--- config.mk ---
export PLATFORM = sky130hd
export DESIGN_NAME = mul_pipe_pgc_flat
export DESIGN_NICKNAME = d
export VERILOG_FILES = /design/src/rtl/mul_pipe_pgc_if.sv /design/src/rtl/mul_pipe_pgc.sv /design/src/flat_wrapper.sv
export SDC_FILE = /design/constraint.sdc
export NUM_CORES = 2
export LEC_CHECK = 0
export CAP_MARGIN = 0
export CORE_MARGIN = 1
export CORE_UTILIZATION = 45
export CTS_CLUSTER_SIZE = 8
export DETAILED_ROUTE_END_ITERATION = 6
export PLACE_DENSITY = 0.6
export SLEW_MARGIN = 15
export SYNTH_ARGS = -nofsm -noshare
export SYNTH_HDL_FRONTEND = slang
export SYNTH_SLANG_ARGS = --single-unit
--- constraint.sdc ---
create_clock -name clk -period 7.4 [get_ports clk]
set_input_delay 0.74 -clock clk [delete_from_list [all_inputs] [get_ports clk]]
set_output_delay 0.74 -clock clk [all_outputs]
set_load 0.02 [all_outputs]
--- src/rtl/mul_pipe_pgc_if.sv ---
`default_nettype none
// ============================================================================
// Module   : mul_pipe_pgc_if
// Brief    : Issue/result bundle for the Int0 pipelined multiplier.
// Revision : 1.0
// ============================================================================
interface mul_pipe_pgc_if;
  logic        mul_req;
  logic        mul_rdy;
  logic [31:0] mul_src_a;
  logic [31:0] mul_src_b;
  logic        mul_signed;
  logic [11:0] mul_tag;
  logic        mul_flush;
  logic [31:0] mul_rslt;
  logic [1:0]  mul_rslt_cc;
  logic [11:0] mul_rslt_tag;
  logic        mul_rslt_vld;
  logic        pg_mul;

  modport master (
    output mul_req, mul_src_a, mul_src_b, mul_signed, mul_tag, mul_flush,
    input  mul_rdy, mul_rslt, mul_rslt_cc, mul_rslt_tag, mul_rslt_vld, pg_mul
  );

  modport slave (
    input  mul_req, mul_src_a, mul_src_b, mul_signed, mul_tag, mul_flush,
    output mul_rdy, mul_rslt, mul_rslt_cc, mul_rslt_tag, mul_rslt_vld, pg_mul
  );
endinterface
`default_nettype wire

--- src/rtl/mul_pipe_pgc.sv ---
`default_nettype none
// ============================================================================
// Module   : mul_pipe_pgc
// Brief    : 3-stage 32x32 multiplier with idle power-gating controller.
// Revision : 1.0
// ============================================================================
module mul_pipe_pgc #(
  parameter int LAT      = 3,
  parameter int IDLE_CYC = 16,
  parameter int WAKE_CYC = 4
) (
  input  logic          clk,
  input  logic          rst_n,
  mul_pipe_pgc_if.slave mul
);

  localparam logic [7:0] IDLE_LAST = 8'(IDLE_CYC - 1);
  localparam logic [3:0] WAKE_LAST = 4'(WAKE_CYC - 1);

  generate
    if (LAT != 3 || IDLE_CYC < 1 || IDLE_CYC > 255 || WAKE_CYC < 1 || WAKE_CYC > 15) begin : g_param_chk
      $error("mul_pipe_pgc: unsupported parameter set");
    end
  endgenerate

  typedef enum logic [1:0] {
    ST_OFF  = 2'd0,
    ST_WAKE = 2'd1,
    ST_ON   = 2'd2
  } state_t;

  state_t      state, state_nxt;
  logic [7:0]  idle_cnt, idle_cnt_nxt;
  logic [3:0]  wake_cnt, wake_cnt_nxt;

  logic        rdy, accept, busy, idle;

  logic        s1_vld;
  logic [32:0] s1_a, s1_b;
  logic [11:0] s1_tag;

  logic        s2_vld;
  logic [31:0] pp_ll;
  logic [33:0] pp_lh, pp_hl, pp_hh;
  logic [11:0] s2_tag;

  logic        s3_vld;
  logic [31:0] rslt;
  logic [1:0]  rslt_cc;
  logic [11:0] rslt_tag;

  logic [33:0] a_lo, a_hi, b_lo, b_hi;
  logic [63:0] prod;
  logic [31:0] prod_hi_unused;

  assign rdy    = rst_n & (state == ST_ON) & ~mul.mul_flush;
  assign accept = mul.mul_req & rdy;
  assign busy   = s1_vld | s2_vld | s3_vld;
  // A flush empties the pipe at the coming edge, so it may count as idle.
  assign idle   = ~accept & (mul.mul_flush | ~busy);

  always_ff @(posedge clk) begin
    if (!rst_n) begin
      state    <= ST_OFF;
      idle_cnt <= '0;
      wake_cnt <= '0;
    end else begin
      state    <= state_nxt;
      idle_cnt <= idle_cnt_nxt;
      wake_cnt <= wake_cnt_nxt;
    end
  end

  always_comb begin
    state_nxt    = state;
    idle_cnt_nxt = idle_cnt;
    wake_cnt_nxt = wake_cnt;
    case (state)
      ST_OFF: begin
        idle_cnt_nxt = '0;
        if (mul.mul_req && !mul.mul_flush) begin
          state_nxt    = ST_WAKE;
          wake_cnt_nxt = '0;
        end
      end
      ST_WAKE: begin
        if (wake_cnt == WAKE_LAST) begin
          state_nxt    = ST_ON;
          wake_cnt_nxt = '0;
        end else begin
          wake_cnt_nxt = wake_cnt + 4'd1;
        end
      end
      ST_ON: begin
        if (!idle) begin
          idle_cnt_nxt = '0;
        end else if (idle_cnt == IDLE_LAST) begin
          state_nxt    = ST_OFF;
          idle_cnt_nxt = '0;
        end else begin
          idle_cnt_nxt = idle_cnt + 8'd1;
        end
      end
      default: begin
        state_nxt = ST_OFF;
      end
    endcase
  end

  // 33-bit operands split as unsigned low 16 and signed high 17 bits.
  assign a_lo = {18'h0, s1_a[15:0]};
  assign b_lo = {18'h0, s1_b[15:0]};
  assign a_hi = {{17{s1_a[32]}}, s1_a[32:16]};
  assign b_hi = {{17{s1_b[32]}}, s1_b[32:16]};

  assign prod = {32'h0, pp_ll}
              + ({{30{pp_lh[33]}}, pp_lh} << 16)
              + ({{30{pp_hl[33]}}, pp_hl} << 16)
              + ({{30{pp_hh[33]}}, pp_hh} << 32);
  assign prod_hi_unused = prod[63:32];

  always_ff @(posedge clk) begin
    if (!rst_n) begin
      s1_vld   <= 1'b0;
      s1_a     <= '0;
      s1_b     <= '0;
      s1_tag   <= '0;
      s2_vld   <= 1'b0;
      pp_ll    <= '0;
      pp_lh    <= '0;
      pp_hl    <= '0;
      pp_hh    <= '0;
      s2_tag   <= '0;
      s3_vld   <= 1'b0;
      rslt     <= '0;
      rslt_cc  <= '0;
      rslt_tag <= '0;
    end else begin
      s1_vld <= accept;
      s2_vld <= s1_vld & ~mul.mul_flush;
      s3_vld <= s2_vld & ~mul.mul_flush;
      if (accept) begin
        s1_a   <= {mul.mul_signed & mul.mul_src_a[31], mul.mul_src_a};
        s1_b   <= {mul.mul_signed & mul.mul_src_b[31], mul.mul_src_b};
        s1_tag <= mul.mul_tag;
      end
      if (s1_vld) begin
        pp_ll  <= {16'h0, s1_a[15:0]} * {16'h0, s1_b[15:0]};
        pp_lh  <= a_lo * b_hi;
        pp_hl  <= a_hi * b_lo;
        pp_hh  <= a_hi * b_hi;
        s2_tag <= s1_tag;
      end
      if (s2_vld && !mul.mul_flush) begin
        rslt     <= prod[31:0];
        rslt_cc  <= {prod[31], (prod[31:0] == 32'h0)};
        rslt_tag <= s2_tag;
      end
    end
  end

  assign mul.mul_rdy      = rdy;
  assign mul.mul_rslt     = rslt;
  assign mul.mul_rslt_cc  = rslt_cc;
  assign mul.mul_rslt_tag = rslt_tag;
  assign mul.mul_rslt_vld = s3_vld;
  assign mul.pg_mul       = (state == ST_ON);

endmodule
`default_nettype wire

--- src/flat_wrapper.sv ---
// flat-port wrapper written by rule: the top's interface ports become plain ports
module mul_pipe_pgc_flat 
#(
  parameter int LAT      = 3,
  parameter int IDLE_CYC = 16,
  parameter int WAKE_CYC = 4
)
  (clk, rst_n, mul_mul_req, mul_mul_src_a, mul_mul_src_b, mul_mul_signed, mul_mul_tag, mul_mul_flush, mul_mul_rdy, mul_mul_rslt, mul_mul_rslt_cc, mul_mul_rslt_tag, mul_mul_rslt_vld, mul_pg_mul);
  mul_pipe_pgc_if mul_i ();
  input  logic clk;
  input  logic rst_n;
  input wire logic [$bits(mul_i.mul_req)-1:0] mul_mul_req;
  input wire logic [$bits(mul_i.mul_src_a)-1:0] mul_mul_src_a;
  input wire logic [$bits(mul_i.mul_src_b)-1:0] mul_mul_src_b;
  input wire logic [$bits(mul_i.mul_signed)-1:0] mul_mul_signed;
  input wire logic [$bits(mul_i.mul_tag)-1:0] mul_mul_tag;
  input wire logic [$bits(mul_i.mul_flush)-1:0] mul_mul_flush;
  output wire logic [$bits(mul_i.mul_rdy)-1:0] mul_mul_rdy;
  output wire logic [$bits(mul_i.mul_rslt)-1:0] mul_mul_rslt;
  output wire logic [$bits(mul_i.mul_rslt_cc)-1:0] mul_mul_rslt_cc;
  output wire logic [$bits(mul_i.mul_rslt_tag)-1:0] mul_mul_rslt_tag;
  output wire logic [$bits(mul_i.mul_rslt_vld)-1:0] mul_mul_rslt_vld;
  output wire logic [$bits(mul_i.pg_mul)-1:0] mul_pg_mul;
  assign mul_i.mul_req = mul_mul_req;
  assign mul_i.mul_src_a = mul_mul_src_a;
  assign mul_i.mul_src_b = mul_mul_src_b;
  assign mul_i.mul_signed = mul_mul_signed;
  assign mul_i.mul_tag = mul_mul_tag;
  assign mul_i.mul_flush = mul_mul_flush;
  assign mul_mul_rdy = mul_i.mul_rdy;
  assign mul_mul_rslt = mul_i.mul_rslt;
  assign mul_mul_rslt_cc = mul_i.mul_rslt_cc;
  assign mul_mul_rslt_tag = mul_i.mul_rslt_tag;
  assign mul_mul_rslt_vld = mul_i.mul_rslt_vld;
  assign mul_pg_mul = mul_i.pg_mul;
  mul_pipe_pgc #(.LAT(LAT), .IDLE_CYC(IDLE_CYC), .WAKE_CYC(WAKE_CYC)) u_core (.clk(clk), .rst_n(rst_n), .mul(mul_i));
endmodule
## Yosys cells after proc, flatten, opt, wreduce, memory -nomap -nowiden

Index checks and enable logic that the tools add are counted.

| operators by class | value |
|---|---|
| add/sub/neg operators | 5 |
| multiply operators | 3 |
| eq/ne operators | 8 |
| muxes and demuxes | 11 |
| bitwise gates (word level) | 14 |
| reductions and logical operators | 9 |

Operators with widths:

| operator | number |
|---|---|
| 32-bit adder | 2 |
| 17-bit by 17-bit multiplier with 16-bit output | 2 |
| 32-bit by 1-bit adder with 32-bit output (second input constant) | 1 |
| 32-bit zero test | 1 |
| 16-bit by 16-bit multiplier with 32-bit output | 1 |
| 8-bit 2-to-1 mux | 2 |
| 8-bit one-hot mux with 2 select lines | 1 |
| 8-bit by 1-bit adder with 8-bit output (second input constant) | 1 |
| 1-bit bitwise AND | 8 |
| 8-bit by 4-bit == test with 1-bit output (second input constant) | 1 |
| 2-bit 2-to-1 mux | 4 |
| 4-bit 2-to-1 mux | 2 |
| 2-bit by 1-bit inequality test with 1-bit output (second input constant) | 4 |
| 4-bit one-hot mux with 2 select lines | 1 |
| 2-bit one-hot mux with 3 select lines | 1 |
| 4-bit by 1-bit adder with 4-bit output (second input constant) | 1 |
| 4-bit by 2-bit == test with 1-bit output (second input constant) | 1 |
| 4-bit AND reduction | 1 |
| 2-bit nonzero test | 2 |
| 1-bit inverter | 3 |
| 1-bit bitwise OR | 3 |
| 2-bit by 1-bit == test with 1-bit output (second input constant) | 1 |
| 2-bit == test (second input constant) | 1 |
| 1-bit logical AND | 2 |
| 3 further kinds | 3 |

| storage, ports and cells | value |
|---|---|
| register bits | 217 |
| input port bits | 81 |
| output and inout port bits | 49 |
| word-level logic and storage cells | 66 |

## Logic depth before layout (Yosys ltp)

| depth | value |
|---|---|
| word-level depth | 8 |
| depth in mapped cells | 24 |

## Worst setup path before layout

OpenSTA, ideal clock, no wires.

| timing path | value |
|---|---|
| path kind | reg-to-reg |
| start point | reg u_core.s1_b[3] |
| end point | reg u_core.pp_ll[31] |
| arrival time | 5.673 ns |
| required time | 7.267 ns |
| setup slack | 1.595 ns |
| cell stages (with the launch flop) | 22 |
| clock period less this slack | 5.805 ns |
| cells stage by stage | dfxtp_1 clkbuf_1 clkbuf_1 nand2_1 fa_1 fa_1 fa_1 inv_1 fa_1 fa_1 inv_1 fa_1 inv_1 ha_1 o211ai_1 nor2_1 o2111ai_1 and4b_1 o31ai_1 a311oi_1 xnor2_1 a21oi_1 |

| on the way | value |
|---|---|
| word-level cells in the longest chain between the ends | 1 |

Ends and longest elaborated chain:

| what | line | text |
|---|---|---|
| start, declared | mul_pipe_pgc.sv:39 | `logic [32:0] s1_a, s1_b;` |
| start signal, assigned | mul_pipe_pgc.sv:144 | `s1_b <= {mul.mul_signed & mul.mul_src_b[31], mul.mul_src_b};` |
| 16-bit by 16-bit multiplier with 32-bit output | mul_pipe_pgc.sv:148 | `pp_ll <= {16'h0, s1_a[15:0]} * {16'h0, s1_b[15:0]};` |
| end signal, assigned | mul_pipe_pgc.sv:148 |  |
| end, declared | mul_pipe_pgc.sv:43 | `logic [31:0] pp_ll;` |

No other way between the ends.
A chain may end at the register's enable or synchronous reset.

## Worst setup path after layout

| timing path | value |
|---|---|
| start point | reg u_core.s1_a[8] |
| end point | reg u_core.pp_ll[31] |

| on the way | value |
|---|---|
| word-level cells in the longest chain between the ends | 1 |

Ends and longest elaborated chain:

| what | line | text |
|---|---|---|
| start, declared | mul_pipe_pgc.sv:39 |  |
| start signal, assigned | mul_pipe_pgc.sv:143 | `s1_a <= {mul.mul_signed & mul.mul_src_a[31], mul.mul_src_a};` |
| 16-bit by 16-bit multiplier with 32-bit output | mul_pipe_pgc.sv:148 |  |

No other way between the ends.

==> results.md <==
- Commonest non-fill, non-tap cell in the layout: nand2_1
- Post-Synthesis Net Count: about 3700
- Share of power burned in registers: 45.2%
- Crit path kind: reg2reg
- Starting DRT DRC Count: 990
- Asr flop ratio synth: 0%
- Worst Path Max Fanout: 17
- Final wirelength: 66.3 mm
- Worst path arrival time: around 7.1 ns
- Pin count of the biggest net entering global routing: 95
- Peak supply drop: 0.171 mV
- Site Rows: 86
- Sw Ratio: 22.0%
- Slew margin rel.: 24.4%
- Global-route wire length before repair: 108 mm
- Largest cells by area after synthesis: fa_1, dfxtp_1, ha_1
- Synth unique cells: 64
- Wirelength per Cell: about 18 um
- Vias in the first global route: 20900
- Sequential fraction of the synthesis area: 16.9%
- Max-slew violation count: 0
- R2R setup slack: roughly 0.74 ns
- Worst slew pin tran: 1.13 ns
- M2 GR Usage: between 40% and 50%
- ANT nets after route: 0
- Mapped Area: 25300 um2
- Synthesized flop and latch total: 214
- Pwr Density: approximately 92 nW/um2
- Total setup buffers inserted after CTS: 0
- Die footprint: 57100 um2
- Max cap viols: 0
- Syn. warnings: 0
- Net Switching: about 570 uW
- Status: completed
- Clock tree sinks: ~210
- # fillers: approximately 5400
- Top Usage Layer GRT: met2
- I/O pins: 130
- Global Route met3 Usage: 2.24%
- Global router's overall resource usage: 23.8%
- Root buf cell: clkbuf_16
- Post-Syn Area per Cell: between 8 and 9 um2
- Reg-to-Reg End: u_core.pp_ll[31]$_SDFFE_PN0P_
- Hold_sp: u_core.s2_tag[3]$_SDFFE_PN0P_
- Area growth syn-to-layout: 11.3%
- Worst Skew: 0.0107 ns
- Final worst slack: 0.742 ns
- Bufs on Longest Clock Path: 3
- Worst r2r src: u_core.s1_a[8]$_SDFFE_PN0P_
- Vias per cell: 5.24
- Startpoint types: flip-flop
- HP Class: reg2reg
- Fin crit period: about 6.7 ns
- Setup WS pre-CTS: 0.743 ns
- CTS Hold Buffers Added: 0
- Residual DRC: 0
- Clk pwr share: 51.4%
- Post-synth EDFFs: 0
- H-tree levels: 1
- Pleak: roughly 13 nW
- Internal power: 2.01 mW
- Final Net Count: 3721
- Clk_lat worst skew: 0.58 ns
- Top achievable clock speed: 150 MHz
- Initial antenna violation count: 2
- Final period utilization: 90.0%
- Met1 usage: 31.2%
- Setup TNS: 0 ns
- Port Buffers: roughly 130
- Fin Hold WS: 0.446 ns
- Final hold violation count: 0
- RSZ-0062 raised after global routing: false
- Antenna cells: 0
- Final Power: 2.58 mW
- Initial Utilization: between 40% and 50%
- Final setup viols: 0
- Hold path depth: 2
- Routed via count: approximately 20000
- CP Capture Type: flip-flop
- Hold Path End: u_core.mul.mul_rslt_tag[3]$_SDFFE_PN0P_
- Post-DP HPWL: 51.4 mm
- Share of post-route cells with drive strength above 1: 3.53%
- Worst-path clk slew: about 0.05 ns
- Post-synth top area share: 29.1%
- Yosys top cell by area: fa_1
- Worst Path Required: 7.83 ns
- Post-CTS Resized: 0
- Most frequent cells in the layout: nand2_1, inv_1, fa_1
- GPL Wtd Cong: 0.866
- DP Area: 27300 um2
- CTS Buf Count: 31
- DR pass1 iterations: 5
- Die Wd: 239 um
- Final instance area: 28100 um2
- Main synth FF type: dfxtp_1
- CTS tree: built
- Worst r2r path cells: 20
- Core Box Area: 55300 um2
- GRT Residual Overflow: 0
- Mapped Cells: 2979
- Die height: between 200 and 250 um
- Comb power frac: under 10%
==> final cells by class <==
cell class,count,area (um2),area share [%]
Multi-Input combinational cell,2113,18500,65.8
Inverter,488,1840,6.53
Tap cell,748,936,3.32
Sequential cell,214,4290,15.2
Clock buffer,34,787,2.80
Timing Repair Buffer,182,1690,5.99
Clock inverter,3,80.1,0.284
==> synth_stat cells (10+ instances only) <==
cell type  count
buf_1         10
and2_1       245
dfxtp_1      214
xor2_1        23
a21o_1        19
nand3_1       34
a211oi_1      16
nand4_1       10
nand2_1      529
mux2i_1       48
o21a_1        11
clkbuf_1     150
a21oi_1      172
or3_1         11
o21ai_0       40
xnor2_1       86
fa_1         368
ha_1         242
nor2_1       124
nor3_1        21
and3_1        10
inv_1        487
==> metrics by stage <==
stage	utilization, %	cells
after global routing	50.9	3782
after floorplan	-	2979
after global placement	49.3	3745
after detailed placement	49.3	3745
final	50.9	3782
after CTS	50.9	3782
==> worst max path at each step <==
stage                     slack [ns]                             to                         from  depth (start not counted)
after global routing            0.40  u_core.pp_ll[31]$_SDFFE_PN0P_  u_core.s1_a[8]$_SDFFE_PN0P_                         19
final                           0.74  u_core.pp_ll[31]$_SDFFE_PN0P_  u_core.s1_a[8]$_SDFFE_PN0P_                         20
after detailed placement        0.74  u_core.pp_ll[31]$_SDFFE_PN0P_  u_core.s1_a[8]$_SDFFE_PN0P_                         19
after floorplan                 1.59  u_core.pp_ll[31]$_SDFFE_PN0P_  u_core.s1_b[3]$_SDFFE_PN0P_                         21
after CTS                       0.76  u_core.pp_ll[31]$_SDFFE_PN0P_  u_core.s1_a[8]$_SDFFE_PN0P_                         19
after global placement          0.87  u_core.pp_ll[31]$_SDFFE_PN0P_  u_core.s1_a[8]$_SDFFE_PN0P_                         20
==> power groups by stage <==
stage          combinational [mW]  sequential, mW  clock (mW)
6_report                   0.0881            1.16        1.32
5_1_grt                    0.0950            1.16        1.40
3_5_place_dp               0.0880            1.19           0
4_1_cts                    0.0886            1.16        1.36
2_1_floorplan              0.0350            1.18           0
3_3_place_gp               0.0870            1.19           0
==> sequential cells by signal (all words and copies together), names as in the netlist, 12 cells and up <==
name,count
u_core.pp_ll,32
u_core.pp_lh,16
u_core.mul.mul_rslt,31
u_core.s1_tag,12
u_core.mul.mul_rslt_tag,12
u_core.pp_hl,16
u_core.s1_a,32
u_core.s1_b,32
u_core.s2_tag,12
==> worst max-delay path, stage by stage, from the launching register on <==
cell and delay, ns:
dfxtp_1 1.06, and2_1 0.28, fa_1 0.39, inv_1 0.07
fa_1 0.43, fa_1 0.51, inv_1 0.05, fa_1 0.49
fa_1 0.50, inv_1 0.05, fa_1 0.47, inv_1 0.04
ha_1 0.36, a21oi_1 0.28, nor2b_1 0.07, o21ai_0 0.33
and4b_1 0.36, o31ai_1 0.17, a311oi_1 0.33, xnor2_1 0.16
a21oi_1 0.08
==> cell families after synthesis <==
| logic type | after synthesis | synth area share [%] |
|---|---|---|
| AOI/OAI and AO/OA | 319 | 7.61 |
| xor gates and xnor gates | 110 | 3.87 |
| adders and majority gates | 610 | 41.1 |
| buffers and inverters | 652 | 9.78 |
| DFF | 214 | 16.9 |
| muxes | 48 | 1.90 |
| and+or+nand+nor | 1026 | 18.8 |
==> metal layers <==
layer / vias to the layer above / part of all wire [%]
met3: 122 / 4.8
met5: - / 0
met4: 0 / 2.5
li1: 9279 / -
met2: 529 / 49
met1: 9877 / 44
Power figures use the tool's default switching activity.
